**src/rtl/line_fifo_writer_if.sv**
```systemverilog
// Video-in, crop window, reader pop and line-RAM write/status signals of line_fifo_writer.
// master = video source / reader side, slave = line_fifo_writer.
interface line_fifo_writer_if #(
    parameter int DATA_WIDTH        = 24,
    parameter int ADDRESS_WIDTH     = 11,
    parameter int INPUT_RES_WIDTH   = 11,
    parameter int BUFFER_SIZE       = 4,
    parameter int BUFFER_SIZE_WIDTH = (BUFFER_SIZE > 2) ? $clog2(BUFFER_SIZE) : 1
);
    logic                         dInEn;
    logic [DATA_WIDTH-1:0]        dIn;
    logic                         hsIn;
    logic                         vsIn;
    logic [INPUT_RES_WIDTH-1:0]   xBgn;
    logic [INPUT_RES_WIDTH-1:0]   xEnd;
    logic [INPUT_RES_WIDTH-1:0]   yBgn;
    logic [INPUT_RES_WIDTH-1:0]   yEnd;
    logic                         jmp1;
    logic                         jmp2;
    logic                         ramWrEn;
    logic [ADDRESS_WIDTH-1:0]     ramWrAddr;
    logic [DATA_WIDTH-1:0]        ramWrData;
    logic [BUFFER_SIZE_WIDTH-1:0] wrLine;
    logic [BUFFER_SIZE_WIDTH-1:0] rdLine;
    logic [BUFFER_SIZE_WIDTH:0]   fifoNum;
    logic [INPUT_RES_WIDTH-1:0]   inXNum;
    logic [INPUT_RES_WIDTH-1:0]   inYNum;
    logic                         overflow;
    logic                         frameDone;

    modport master (
        output dInEn, dIn, hsIn, vsIn, xBgn, xEnd, yBgn, yEnd, jmp1, jmp2,
        input  ramWrEn, ramWrAddr, ramWrData, wrLine, rdLine, fifoNum,
               inXNum, inYNum, overflow, frameDone
    );

    modport slave (
        input  dInEn, dIn, hsIn, vsIn, xBgn, xEnd, yBgn, yEnd, jmp1, jmp2,
        output ramWrEn, ramWrAddr, ramWrData, wrLine, rdLine, fifoNum,
               inXNum, inYNum, overflow, frameDone
    );
endinterface

```
**src/rtl/line_fifo_writer.sv**
```systemverilog
// Crops incoming video to a window and writes each kept row into a ring of line RAMs,
// tracking committed lines as a FIFO that the reader pops one or two lines at a time.
//
// state   | meaning
// WAIT_VS | idle after reset, pixels and hsIn ignored until the first vsIn
// RUN     | counting pixels/rows of the current frame and writing the crop window
module line_fifo_writer #(
    parameter int DATA_WIDTH        = 24,
    parameter int ADDRESS_WIDTH     = 11,
    parameter int INPUT_RES_WIDTH   = 11,
    parameter int BUFFER_SIZE       = 4,
    parameter int BUFFER_SIZE_WIDTH = (BUFFER_SIZE > 2) ? $clog2(BUFFER_SIZE) : 1
) (
    input logic               clk,
    input logic               rst,
    line_fifo_writer_if.slave bus
);
    localparam int XW = INPUT_RES_WIDTH;
    localparam int BW = BUFFER_SIZE_WIDTH;
    localparam int FW = BUFFER_SIZE_WIDTH + 1;
    localparam logic [FW-1:0] FULL    = FW'(BUFFER_SIZE);
    localparam logic [XW-1:0] CNT_MAX = '1;

    typedef enum logic {WAIT_VS = 1'b0, RUN = 1'b1} state_t;
    state_t state_q, state_d;
    logic   run;

    logic [XW-1:0]            xbgn_q, xend_q, ybgn_q, yend_q, xcnt_q, ycnt_q;
    logic                     drop_row_q, row_has_q, overflow_q, frame_done_q, ram_wr_en_q;
    logic [ADDRESS_WIDTH-1:0] ram_wr_addr_q;
    logic [DATA_WIDTH-1:0]    ram_wr_data_q;
    logic [BW-1:0]            wr_line_q, wr_ptr_q, rd_ptr_q, wr_ptr_d, rd_ptr_d;
    logic [FW-1:0]            fifo_num_q, fifo_num_d, pop_req, pop, wr_sum, rd_sum;
    logic                     accept, full, wr_now, hs, drop_now, commit;

    always_ff @(posedge clk or posedge rst) begin
        if (rst) state_q <= WAIT_VS;
        else     state_q <= state_d;
    end

    always_comb begin
        state_d = state_q;
        if (bus.vsIn) state_d = RUN;
    end

    // vsIn takes priority over any pixel or hsIn arriving with it
    always_comb begin
        run = (state_q == RUN) && !bus.vsIn;
    end

    always_comb begin
        accept   = run && bus.dInEn
                   && (xcnt_q >= xbgn_q) && (xcnt_q <= xend_q)
                   && (ycnt_q >= ybgn_q) && (ycnt_q <= yend_q);
        full     = (fifo_num_q == FULL);
        wr_now   = accept && !full && !drop_row_q;
        hs       = run && bus.hsIn;
        drop_now = drop_row_q || (accept && full);
        commit   = hs && (row_has_q || accept) && !drop_now;

        pop_req = '0;
        if (bus.jmp2)      pop_req = FW'(2);
        else if (bus.jmp1) pop_req = FW'(1);
        pop = (pop_req > fifo_num_q) ? fifo_num_q : pop_req;

        fifo_num_d = fifo_num_q + FW'(commit) - pop;

        wr_sum = {1'b0, wr_ptr_q} + FW'(commit);
        if (wr_sum >= FULL) wr_sum = wr_sum - FULL;
        wr_ptr_d = wr_sum[BW-1:0];

        rd_sum = {1'b0, rd_ptr_q} + pop;
        if (rd_sum >= FULL) rd_sum = rd_sum - FULL;
        rd_ptr_d = rd_sum[BW-1:0];
    end

    always_ff @(posedge clk or posedge rst) begin
        if (rst) begin
            xbgn_q        <= '0;
            xend_q        <= '0;
            ybgn_q        <= '0;
            yend_q        <= '0;
            xcnt_q        <= '0;
            ycnt_q        <= '0;
            drop_row_q    <= 1'b0;
            row_has_q     <= 1'b0;
            overflow_q    <= 1'b0;
            frame_done_q  <= 1'b0;
            ram_wr_en_q   <= 1'b0;
            ram_wr_addr_q <= '0;
            ram_wr_data_q <= '0;
            wr_line_q     <= '0;
            wr_ptr_q      <= '0;
            rd_ptr_q      <= '0;
            fifo_num_q    <= '0;
        end else begin
            fifo_num_q   <= fifo_num_d;
            wr_ptr_q     <= wr_ptr_d;
            rd_ptr_q     <= rd_ptr_d;
            ram_wr_en_q  <= wr_now;
            frame_done_q <= hs && (ycnt_q == yend_q);
            if (wr_now) begin
                ram_wr_addr_q <= ADDRESS_WIDTH'(xcnt_q - xbgn_q);
                ram_wr_data_q <= bus.dIn;
                wr_line_q     <= wr_ptr_q;
            end
            if (bus.vsIn) begin
                xbgn_q     <= bus.xBgn;
                xend_q     <= bus.xEnd;
                ybgn_q     <= bus.yBgn;
                yend_q     <= bus.yEnd;
                xcnt_q     <= '0;
                ycnt_q     <= '0;
                overflow_q <= 1'b0;
                drop_row_q <= 1'b0;
                row_has_q  <= 1'b0;
            end else if (run) begin
                if (hs) begin
                    xcnt_q     <= '0;
                    drop_row_q <= 1'b0;
                    row_has_q  <= 1'b0;
                    if (ycnt_q != CNT_MAX) ycnt_q <= ycnt_q + 1'b1;
                end else begin
                    if (bus.dInEn && (xcnt_q != CNT_MAX)) xcnt_q <= xcnt_q + 1'b1;
                    if (accept)         row_has_q  <= 1'b1;
                    if (accept && full) drop_row_q <= 1'b1;
                end
                if (accept && full) overflow_q <= 1'b1;
            end
        end
    end

    assign bus.ramWrEn   = ram_wr_en_q;
    assign bus.ramWrAddr = ram_wr_addr_q;
    assign bus.ramWrData = ram_wr_data_q;
    assign bus.wrLine    = wr_line_q;
    assign bus.rdLine    = rd_ptr_q;
    assign bus.fifoNum   = fifo_num_q;
    assign bus.inXNum    = xend_q - xbgn_q;
    assign bus.inYNum    = yend_q - ybgn_q;
    assign bus.overflow  = overflow_q;
    assign bus.frameDone = frame_done_q;
endmodule

```
**src/flat_wrapper.sv**
```systemverilog
// flat-port wrapper written by rule: the top's interface ports become plain ports
module line_fifo_writer_flat 
#(
    parameter int DATA_WIDTH        = 24,
    parameter int ADDRESS_WIDTH     = 11,
    parameter int INPUT_RES_WIDTH   = 11,
    parameter int BUFFER_SIZE       = 4,
    parameter int BUFFER_SIZE_WIDTH = (BUFFER_SIZE > 2) ? $clog2(BUFFER_SIZE) : 1
)
  (clk, rst, bus_dInEn, bus_dIn, bus_hsIn, bus_vsIn, bus_xBgn, bus_xEnd, bus_yBgn, bus_yEnd, bus_jmp1, bus_jmp2, bus_ramWrEn, bus_ramWrAddr, bus_ramWrData, bus_wrLine, bus_rdLine, bus_fifoNum, bus_inXNum, bus_inYNum, bus_overflow, bus_frameDone);
  line_fifo_writer_if #(.DATA_WIDTH(DATA_WIDTH), .ADDRESS_WIDTH(ADDRESS_WIDTH), .INPUT_RES_WIDTH(INPUT_RES_WIDTH), .BUFFER_SIZE(BUFFER_SIZE), .BUFFER_SIZE_WIDTH(BUFFER_SIZE_WIDTH)) bus_i ();
  input logic clk;
  input logic rst;
  input wire logic [$bits(bus_i.dInEn)-1:0] bus_dInEn;
  input wire logic [$bits(bus_i.dIn)-1:0] bus_dIn;
  input wire logic [$bits(bus_i.hsIn)-1:0] bus_hsIn;
  input wire logic [$bits(bus_i.vsIn)-1:0] bus_vsIn;
  input wire logic [$bits(bus_i.xBgn)-1:0] bus_xBgn;
  input wire logic [$bits(bus_i.xEnd)-1:0] bus_xEnd;
  input wire logic [$bits(bus_i.yBgn)-1:0] bus_yBgn;
  input wire logic [$bits(bus_i.yEnd)-1:0] bus_yEnd;
  input wire logic [$bits(bus_i.jmp1)-1:0] bus_jmp1;
  input wire logic [$bits(bus_i.jmp2)-1:0] bus_jmp2;
  output wire logic [$bits(bus_i.ramWrEn)-1:0] bus_ramWrEn;
  output wire logic [$bits(bus_i.ramWrAddr)-1:0] bus_ramWrAddr;
  output wire logic [$bits(bus_i.ramWrData)-1:0] bus_ramWrData;
  output wire logic [$bits(bus_i.wrLine)-1:0] bus_wrLine;
  output wire logic [$bits(bus_i.rdLine)-1:0] bus_rdLine;
  output wire logic [$bits(bus_i.fifoNum)-1:0] bus_fifoNum;
  output wire logic [$bits(bus_i.inXNum)-1:0] bus_inXNum;
  output wire logic [$bits(bus_i.inYNum)-1:0] bus_inYNum;
  output wire logic [$bits(bus_i.overflow)-1:0] bus_overflow;
  output wire logic [$bits(bus_i.frameDone)-1:0] bus_frameDone;
  assign bus_i.dInEn = bus_dInEn;
  assign bus_i.dIn = bus_dIn;
  assign bus_i.hsIn = bus_hsIn;
  assign bus_i.vsIn = bus_vsIn;
  assign bus_i.xBgn = bus_xBgn;
  assign bus_i.xEnd = bus_xEnd;
  assign bus_i.yBgn = bus_yBgn;
  assign bus_i.yEnd = bus_yEnd;
  assign bus_i.jmp1 = bus_jmp1;
  assign bus_i.jmp2 = bus_jmp2;
  assign bus_ramWrEn = bus_i.ramWrEn;
  assign bus_ramWrAddr = bus_i.ramWrAddr;
  assign bus_ramWrData = bus_i.ramWrData;
  assign bus_wrLine = bus_i.wrLine;
  assign bus_rdLine = bus_i.rdLine;
  assign bus_fifoNum = bus_i.fifoNum;
  assign bus_inXNum = bus_i.inXNum;
  assign bus_inYNum = bus_i.inYNum;
  assign bus_overflow = bus_i.overflow;
  assign bus_frameDone = bus_i.frameDone;
  line_fifo_writer #(.DATA_WIDTH(DATA_WIDTH), .ADDRESS_WIDTH(ADDRESS_WIDTH), .INPUT_RES_WIDTH(INPUT_RES_WIDTH), .BUFFER_SIZE(BUFFER_SIZE), .BUFFER_SIZE_WIDTH(BUFFER_SIZE_WIDTH)) u_core (.clk(clk), .rst(rst), .bus(bus_i));
endmodule
```
**config.mk**
```make
export PLATFORM = sky130hd
export DESIGN_NAME = line_fifo_writer_flat
export DESIGN_NICKNAME = d
export VERILOG_FILES = /design/src/rtl/line_fifo_writer_if.sv /design/src/rtl/line_fifo_writer.sv /design/src/flat_wrapper.sv
export SDC_FILE = /design/constraint.sdc
export NUM_CORES = 1
export LEC_CHECK = 0
export CORE_MARGIN = 4
export CORE_UTILIZATION = 56
export CTS_CLUSTER_DIAMETER = 80
export CTS_CLUSTER_SIZE = 20
export DETAILED_ROUTE_END_ITERATION = 10
export PLACE_DENSITY = 0.86
export SLEW_MARGIN = 20
export SYNTH_ARGS = -nofsm -noshare
export SYNTH_HDL_FRONTEND = slang
export SYNTH_SLANG_ARGS = --single-unit
```
**constraint.sdc**
```tcl
create_clock -name clk -period 8.45 [get_ports clk]
set_input_delay 1.2675 -clock clk [delete_from_list [all_inputs] [get_ports clk]]
set_output_delay 1.2675 -clock clk [all_outputs]
set_load 0.05 [all_outputs]
```
==> results of run 1 <==
## worst min-delay path by stage
stage | startpoint | to | slack (ps)
global placement | u_core.wr_ptr_q[1]$_DFF_PP0_ | u_core.wr_ptr_q[1]$_DFF_PP0_ | 460
CTS | u_core.wr_ptr_q[1]$_DFF_PP0_ | u_core.wr_ptr_q[1]$_DFF_PP0_ | 470
detailed placement | u_core.wr_ptr_q[1]$_DFF_PP0_ | u_core.wr_ptr_q[1]$_DFF_PP0_ | 460
floorplan | u_core.wr_ptr_q[1]$_DFF_PP0_ | u_core.wr_ptr_q[1]$_DFF_PP0_ | 440
finish | u_core.wr_ptr_q[1]$_DFF_PP0_ | u_core.wr_ptr_q[1]$_DFF_PP0_ | 470
global route | u_core.wr_ptr_q[1]$_DFF_PP0_ | u_core.wr_ptr_q[1]$_DFF_PP0_ | 490
## worst reg2reg max path: stages (launching register included)
cell,delay (ps)
dfrtp_1,450
ha_1,350
a2111oi_2,470
o221ai_1,210
a21oi_2,200
a211oi_2,90
and4b_1,240
nor4_1,390
ha_1,230
inv_1,50
fa_1,370
xnor2_1,180
xnor2_1,140
## synthesized netlist by cell type (all sizes together), types with 6 or more instances
cell type / instances
a211oi: 10
a21o: 6
a21oi: 30
buf: 11
clkbuf: 6
dfrtp: 116
ha: 73
inv: 70
mux2: 38
nand2: 75
nand3: 14
nand4: 11
nor2: 29
nor2b: 9
nor3: 8
o211ai: 8
o21ai: 60
or3: 6
xnor2: 18
xor2: 23
## logic make-up (layout without fill, tap and decap cells)
logic type      count (synthesis)  in the layout  synth area share (%)
simple gates                  189            189                  13.1
compound gates                147            147                  13.5
flops                         116            116                  41.3
buf+inv                        87            245                  5.31
fa+ha+maj                      77             77                  14.1
mux                            42             42                  7.57
xor+xnor                       41             41                  5.11
## stage by stage
stage               area (um2)  std cells  worst slack, ps
global placement          8550        993             4430
global route              9150       1025             3640
floorplan                 7030        699             4080
finish                    9150       1025             3850
detailed placement        8550        993             4210
CTS                       9150       1025             3850
## sequential cells by signal, indices dropped and copies added, names as in the netlist
name	flops
u_core.xend_q	11
u_core.yend_q	11
u_core.bus.fifoNum	3
u_core.bus.ramWrData	24
u_core.bus.overflow	1
u_core.drop_row_q	1
u_core.bus.ramWrAddr	11
u_core.bus.ramWrEn	1
u_core.row_has_q	1
u_core.wr_ptr_q	2
u_core.ybgn_q	11
u_core.ycnt_q	11
u_core.bus.frameDone	1
u_core.xcnt_q	11
u_core.xbgn_q	11
u_core.bus.wrLine	2
u_core.state_q	1
u_core.bus.rdLine	2
## layout by cell type (no fill, tap or decap), drive strengths merged, types with 9 or more instances in the layout
cell and count:
nor2 29, dfrtp 116, xnor2 18, nor2b 9
inv 70, clkbuf 24, clkdlybuf4s50 140, o21ai 60
xor2 23, mux2 38, a211oi 10, a21oi 30
nand4 11, ha 73, nand2 75, nand3 14
## power by group through the flow
stage	sequential (uW)	clock [uW]	combinational, uW
after floorplan	664	0	387
after global placement	626	0	615
after detailed placement	628	0	635
after CTS	620	724	643
after global routing	623	750	690
final	619	716	640
## routing by layer
layer	GRT usage, %	up-vias	share of wire (%)	routed length (um)
li1	-	2747	-	-
met1	31.0	2867	41	7240
met3	5.42	48	6.2	1110
met2	43.3	231	51	9020
met5	0	-	0	0
met4	10.5	0	2.7	478
## area by class of cell
| type | instances | area [um2] |
|---|---|---|
| multi-input cells | 496 | 3750 |
| flip-flops and latches | 116 | 2900 |
| well taps | 168 | 210 |
| inverters | 70 | 265 |
| fillers | 837 | 3010 |
| clock inverters | 8 | 97.6 |
| repair buffers | 143 | 1420 |
| clock buffers | 24 | 502 |
==> impl_metrics.env, run 1 <==
export IMPL_track_usage_pct=25.3
export IMPL_p_total_uw=1980
export IMPL_nets=996
export IMPL_postLayoutCoreUtil_pct=75.2
export IMPL_ys_seq_area_share_pct=41.3
export IMPL_yosysTopAreaCell="dfrtp_1"
export IMPL_power_density_nw_per_um2=216
export IMPL_wl_per_cell_um=17.4
export IMPL_netlist_instances=699
export IMPL_cts_tree="yes"
export IMPL_worst_slew_pin_slew_ps=1110
export IMPL_grt_pass1_vias=6116
export IMPL_final_antenna_net_count=0
export IMPL_synthDistinctLibCells=63
export IMPL_cts_sinks=116
export IMPL_crit_start="u_core.ybgn_q[1]$_DFFE_PP0P_"
export IMPL_grt_pass1_wl_um=29300
export IMPL_yosys_warnings=0
export IMPL_ff2ff_path_depth=12
export IMPL_status="completed"
export IMPL_p_leak_uw=0.00429
export IMPL_rr_startpoint="u_core.ycnt_q[9]$_DFFE_PP0P_"
export IMPL_synth_nets=851
export IMPL_floorplan_initialDensity_pct=57.8
export IMPL_slew_headroom_pct=25.9
export IMPL_cts_buffer_depth=2
export IMPL_cp_arrival_ps=3340
export IMPL_place_congestion=0.983
export IMPL_endpoint="bus_inYNum[9]"
export IMPL_power_frac_seq_pct=31.3
export IMPL_dp_hpwl_um=13200
export IMPL_setup_viol=0
export IMPL_synth_top_area_share_pct=41.3
export IMPL_crit_slowest_cell="clkdlybuf4s50_1"
export IMPL_portBuffers=141
export IMPL_clock_latency_ps=410
export IMPL_area_growth_pct=30.2
export IMPL_via_per_inst=5.75
export IMPL_r2r_end="u_core.bus.fifoNum[2]$_DFF_PP0_"
export IMPL_path_max_fanout=3
export IMPL_rsz0062_at_grt="false"
export IMPL_path_cells="inv_1, ha_1, nor2b_1, o21ai_0, a21oi_1, o31ai_1, nand3_1, o311ai_0, clkdlybuf4s50_1"
export IMPL_finalCritPeriodShare_pct=54.5
export IMPL_wl_um=17800
export IMPL_fin_skew_ps=9.67
export IMPL_fin_setup_tns_ps=0
export IMPL_cts_resized_gates=0
export IMPL_hold_viol=0
export IMPL_crit_type="reg -> out"
export IMPL_n_antenna_cell=0
export IMPL_reg2reg_slack_ps=5000
export IMPL_post_route_min_period_ps=4600
export IMPL_required_ps=7180
export IMPL_cap_violations=0
export IMPL_ir_drop_mv=0.206
export IMPL_cts_root_buf="clkbuf_16"
export IMPL_hold_ws_ps=469
export IMPL_drc=0
export IMPL_p_int_uw=1310
export IMPL_synthTopCellsByArea="dfrtp_1, ha_1, o21ai_0"
export IMPL_hp_class="reg -> reg"
export IMPL_p_sw_uw=671
export IMPL_swShare_pct=33.9
export IMPL_synth_edf_count=0
export IMPL_slowest_delay_ps=870
export IMPL_ctsHoldBuffers=0
export IMPL_critPathBufInv=2
export IMPL_grt_max_degree=101
export IMPL_synthArstFlopShare_pct=100
export IMPL_start_kind="register"
export IMPL_numCtsBuffers=17
export IMPL_fp_row_count=40
export IMPL_drt_iter0_markers=423
export IMPL_dieHeight_um=120
export IMPL_slew_viol_final=0
export IMPL_grt_overflow=0
export IMPL_layout_drive_gt1_share_pct=10.2
export IMPL_vias=5893
export IMPL_pin_count=142
export IMPL_dr_pass1_iters=6
export IMPL_avgSynthCellArea_um2=10.1
export IMPL_antenna_found_initial=0
export IMPL_dieArea_um2=14400
export IMPL_clk_pin_slew_ps=50
export IMPL_crit_family="buffers and inverters"
export IMPL_ys_ff_latch=116
export IMPL_core_area_um2=12200
export IMPL_post_cts_buffers=0
export IMPL_ys_flop_type="dfrtp_1"
export IMPL_chipWidth_um=120
export IMPL_netlist_area_um2=7030
export IMPL_htree_levels=4
export IMPL_pwr_share_comb_pct=32.4
export IMPL_cp_end_kind="output pin"
export IMPL_pwr_share_clk_pct=36.2
export IMPL_hold_depth=1
export IMPL_path_depth=9
export IMPL_clock_fmax_mhz=217
No activity file was read; power rests on OpenSTA's default activity.
==> inputs of run 2 (changes only) <==
--- a/config.mk
+++ b/config.mk
@@ -6,11 +6,11 @@
 export NUM_CORES = 1
 export LEC_CHECK = 0
 export CORE_MARGIN = 4
-export CORE_UTILIZATION = 56
+export CORE_UTILIZATION = 47
 export CTS_CLUSTER_DIAMETER = 80
 export CTS_CLUSTER_SIZE = 20
 export DETAILED_ROUTE_END_ITERATION = 10
-export PLACE_DENSITY = 0.86
+export PLACE_DENSITY = 0.77
 export SLEW_MARGIN = 20
 export SYNTH_ARGS = -nofsm -noshare
 export SYNTH_HDL_FRONTEND = slang
==> constraint.sdc (replaced) <==
create_clock -name clk -period 3.7 [get_ports clk]
set_input_delay 0.555 -clock clk [delete_from_list [all_inputs] [get_ports clk]]
set_output_delay 0.555 -clock clk [all_outputs]
set_load 0.05 [all_outputs]
==> run 2 against run 1 <==
Final cell count grew 1.9%. Total power grew 120%. Critical path depth unchanged. Non-clock buffer count increased by 3. Clock skew is 0.81 ps lower. Largest power group unchanged. Wire length is 4.4% lower. Combinational power rose by 130%. Largest cell class unchanged. Count of clock-buffer cells in the layout down 2. Sequential power up 130%. Sequential cell count stayed put.
==> impl_metrics.env, run 2 (synthesis results as in run 1) <==
export IMPL_dieArea_um2=17000
export IMPL_slowest_delay_ps=550
export IMPL_endpoint="bus_inYNum[8]"
export IMPL_floorplan_initialDensity_pct=48.2
export IMPL_crit_family="adder cells"
export IMPL_reg2reg_slack_ps=310
export IMPL_drc=0
export IMPL_grt_overflow=0
export IMPL_place_ws_ps=241
export IMPL_largest_register_ff_count=24
export IMPL_rsz0062_at_grt="false"
export IMPL_clock_latency_ps=420
export IMPL_fp_row_count=44
export IMPL_power_density_nw_per_um2=478
export IMPL_dr_pass1_iters=6
export IMPL_slew_viol_final=0
export IMPL_cap_violations=0
export IMPL_clk_pin_slew_ps=50
export IMPL_regArea_um2=2900
export IMPL_dieHeight_um=130
export IMPL_cp_end_kind="output pin"
export IMPL_pwr_share_clk_pct=34.8
export IMPL_setup_viol=0
export IMPL_path_cells="inv_1, ha_1, fa_1, nor2b_1, o21ai_0, a21o_1, a31oi_1, xor2_1, dlygate4sd2_1"
export IMPL_fin_skew_ps=8.86
export IMPL_p_int_uw=2840
export IMPL_ff2ff_path_depth=12
export IMPL_area_growth_pct=30.1
export IMPL_swShare_pct=35.1
export IMPL_portBuffers=141
export IMPL_slew_headroom_pct=41.9
export IMPL_hp_class="in -> reg"
export IMPL_wl_um=17100
export IMPL_grt_pass1_vias=5646
export IMPL_fin_setup_tns_ps=0
export IMPL_setup_ws_ps=192
export IMPL_finalCritPeriodShare_pct=94.8
export IMPL_cts_sinks=116
export IMPL_post_route_min_period_ps=3510
export IMPL_track_usage_pct=20.8
export IMPL_antenna_found_initial=0
export IMPL_grt_pass1_wl_um=27700
export IMPL_numCtsBuffers=17
export IMPL_cts_root_buf="clkbuf_16"
export IMPL_rr_startpoint="u_core.xcnt_q[4]$_DFFE_PP0P_"
export IMPL_core_area_um2=14600
export IMPL_htree_levels=4
export IMPL_post_cts_buffers=0
export IMPL_cts_tree="yes"
export IMPL_path_max_fanout=3
export IMPL_p_sw_uw=1530
export IMPL_final_common_cell="clkdlybuf4s50_1"
export IMPL_crit_type="reg -> out"
export IMPL_p_leak_uw=0.00432
export IMPL_n_antenna_cell=0
export IMPL_dp_hpwl_um=12800
export IMPL_multi_input_comb_area_um2=3750
export IMPL_pwr_share_comb_pct=32.9
export IMPL_pin_count=142
export IMPL_crit_slowest_cell="dlygate4sd2_1"
export IMPL_via_per_inst=5.43
export IMPL_cts_buffer_depth=2
export IMPL_status="completed"
export IMPL_drt_iter0_markers=271
export IMPL_r2r_end="u_core.bus.fifoNum[2]$_DFF_PP0_"
export IMPL_vias=5666
export IMPL_start_kind="register"
export IMPL_crit_start="u_core.yend_q[0]$_DFFE_PP0P_"
export IMPL_fillCellCount=1180
export IMPL_clock_fmax_mhz=285
export IMPL_path_depth=9
export IMPL_worst_slew_pin_slew_ps=871
export IMPL_mostFrequentLayoutCells="clkdlybuf4s50_1, dfrtp_1, nand2_1, ha_1, inv_1"
export IMPL_power_frac_seq_pct=32.4
export IMPL_place_congestion=0.859
export IMPL_nets=999
export IMPL_critPathBufInv=2
export IMPL_cp_arrival_ps=2950
export IMPL_hold_viol=0
export IMPL_p_total_uw=4370
export IMPL_final_antenna_net_count=0
export IMPL_ir_drop_mv=0.333
export IMPL_chipWidth_um=130
export IMPL_grt_max_degree=99
export IMPL_wl_per_cell_um=16.3
export IMPL_layout_drive_gt1_share_pct=11.0
export IMPL_required_ps=3140
run 2: cell count changes in the layout (fill, tap and decap cells not counted), moves of 3 or more:
cell,before,now
clkinv_2,3,6
buf_4,2,10
dlymetal6s2s_1,0,3
clkdlybuf4s50_1,140,130
clkbuf_8,5,2
run 2: final cells by class:
| type | count | share of cell area (%) |
|---|---|---|
| Multi-Input combinational cell | 496 | 41.0 |
| Sequential cell | 116 | 31.7 |
| Clock inverter | 10 | 0.903 |
| Timing Repair Buffer | 146 | 15.8 |
| Clock buffer | 22 | 5.08 |
| Tap cell | 184 | 2.52 |
| Inverter | 70 | 2.90 |
run 2: timing repair:
action	in CTS	in global routing
hold buffers	0	0
resized for setup	1	3
endpoints found under the hold margin	0	0
setup endpoints to repair	1	3
run 2: power by group through the flow:
stage               Sequential [uW]  Clock (uW)  Combinational [uW]
floorplan                      1520           0                 885
global placement               1430           0                1420
detailed placement             1430           0                1440
CTS                            1410        1550                1450
global route                   1420        1620                1550
finish                         1420        1520                1440
run 2: stage by stage:
stage	util, %	instance area, um2	hold slack [ps]	instances
after global routing	62.7	9150	388	1044
after floorplan	-	7030	442	699
final	62.7	9150	405	1044
after detailed placement	58.9	8590	469	1012
after global placement	58.9	8590	465	1012
after CTS	62.6	9140	386	1044
run 2: per-layer routing:
layer,track usage [%],up-vias,routed length (um)
li1,-,2754,-
met2,33.6,153,8150
met4,6.66,0,246
met1,27.2,2736,7670
met3,5.77,23,983
met5,0,-,0
run 2: worst register-to-register path, cell delays in order (launching register included):
cell and delay (ps):
dfrtp_1 460, ha_1 410, a21oi_1 230, o21ai_2 120
a221oi_2 340, a211oi_2 140, and4b_1 230, nor4_1 390
ha_1 230, inv_1 50, fa_1 370, xnor2_1 200
xnor2_1 150
run 2: worst min path at each step:
stage                                             from                           end  slack (ps)  depth (start not counted)
after detailed placement  u_core.wr_ptr_q[1]$_DFF_PP0_  u_core.wr_ptr_q[1]$_DFF_PP0_         470                          1
after floorplan           u_core.wr_ptr_q[1]$_DFF_PP0_  u_core.wr_ptr_q[1]$_DFF_PP0_         440                          1
after global placement    u_core.wr_ptr_q[1]$_DFF_PP0_  u_core.wr_ptr_q[1]$_DFF_PP0_         470                          1
final                                         bus_vsIn    u_core.state_q$_DFFE_PP0P_         410                          2
after CTS                                     bus_vsIn    u_core.state_q$_DFFE_PP0P_         390                          2
after global routing                          bus_vsIn    u_core.state_q$_DFFE_PP0P_         390                          2
==> inputs of run 3 (changes only) <==
--- a/config.mk
+++ b/config.mk
@@ -10,6 +10,7 @@
 export CTS_CLUSTER_DIAMETER = 80
 export CTS_CLUSTER_SIZE = 20
 export DETAILED_ROUTE_END_ITERATION = 10
+export GPL_TIMING_DRIVEN = 1
 export PLACE_DENSITY = 0.77
 export SLEW_MARGIN = 20
 export SYNTH_ARGS = -nofsm -noshare
==> results of run 3 <==
No change in the layout: final DEF, timing and power equal those of run 2.
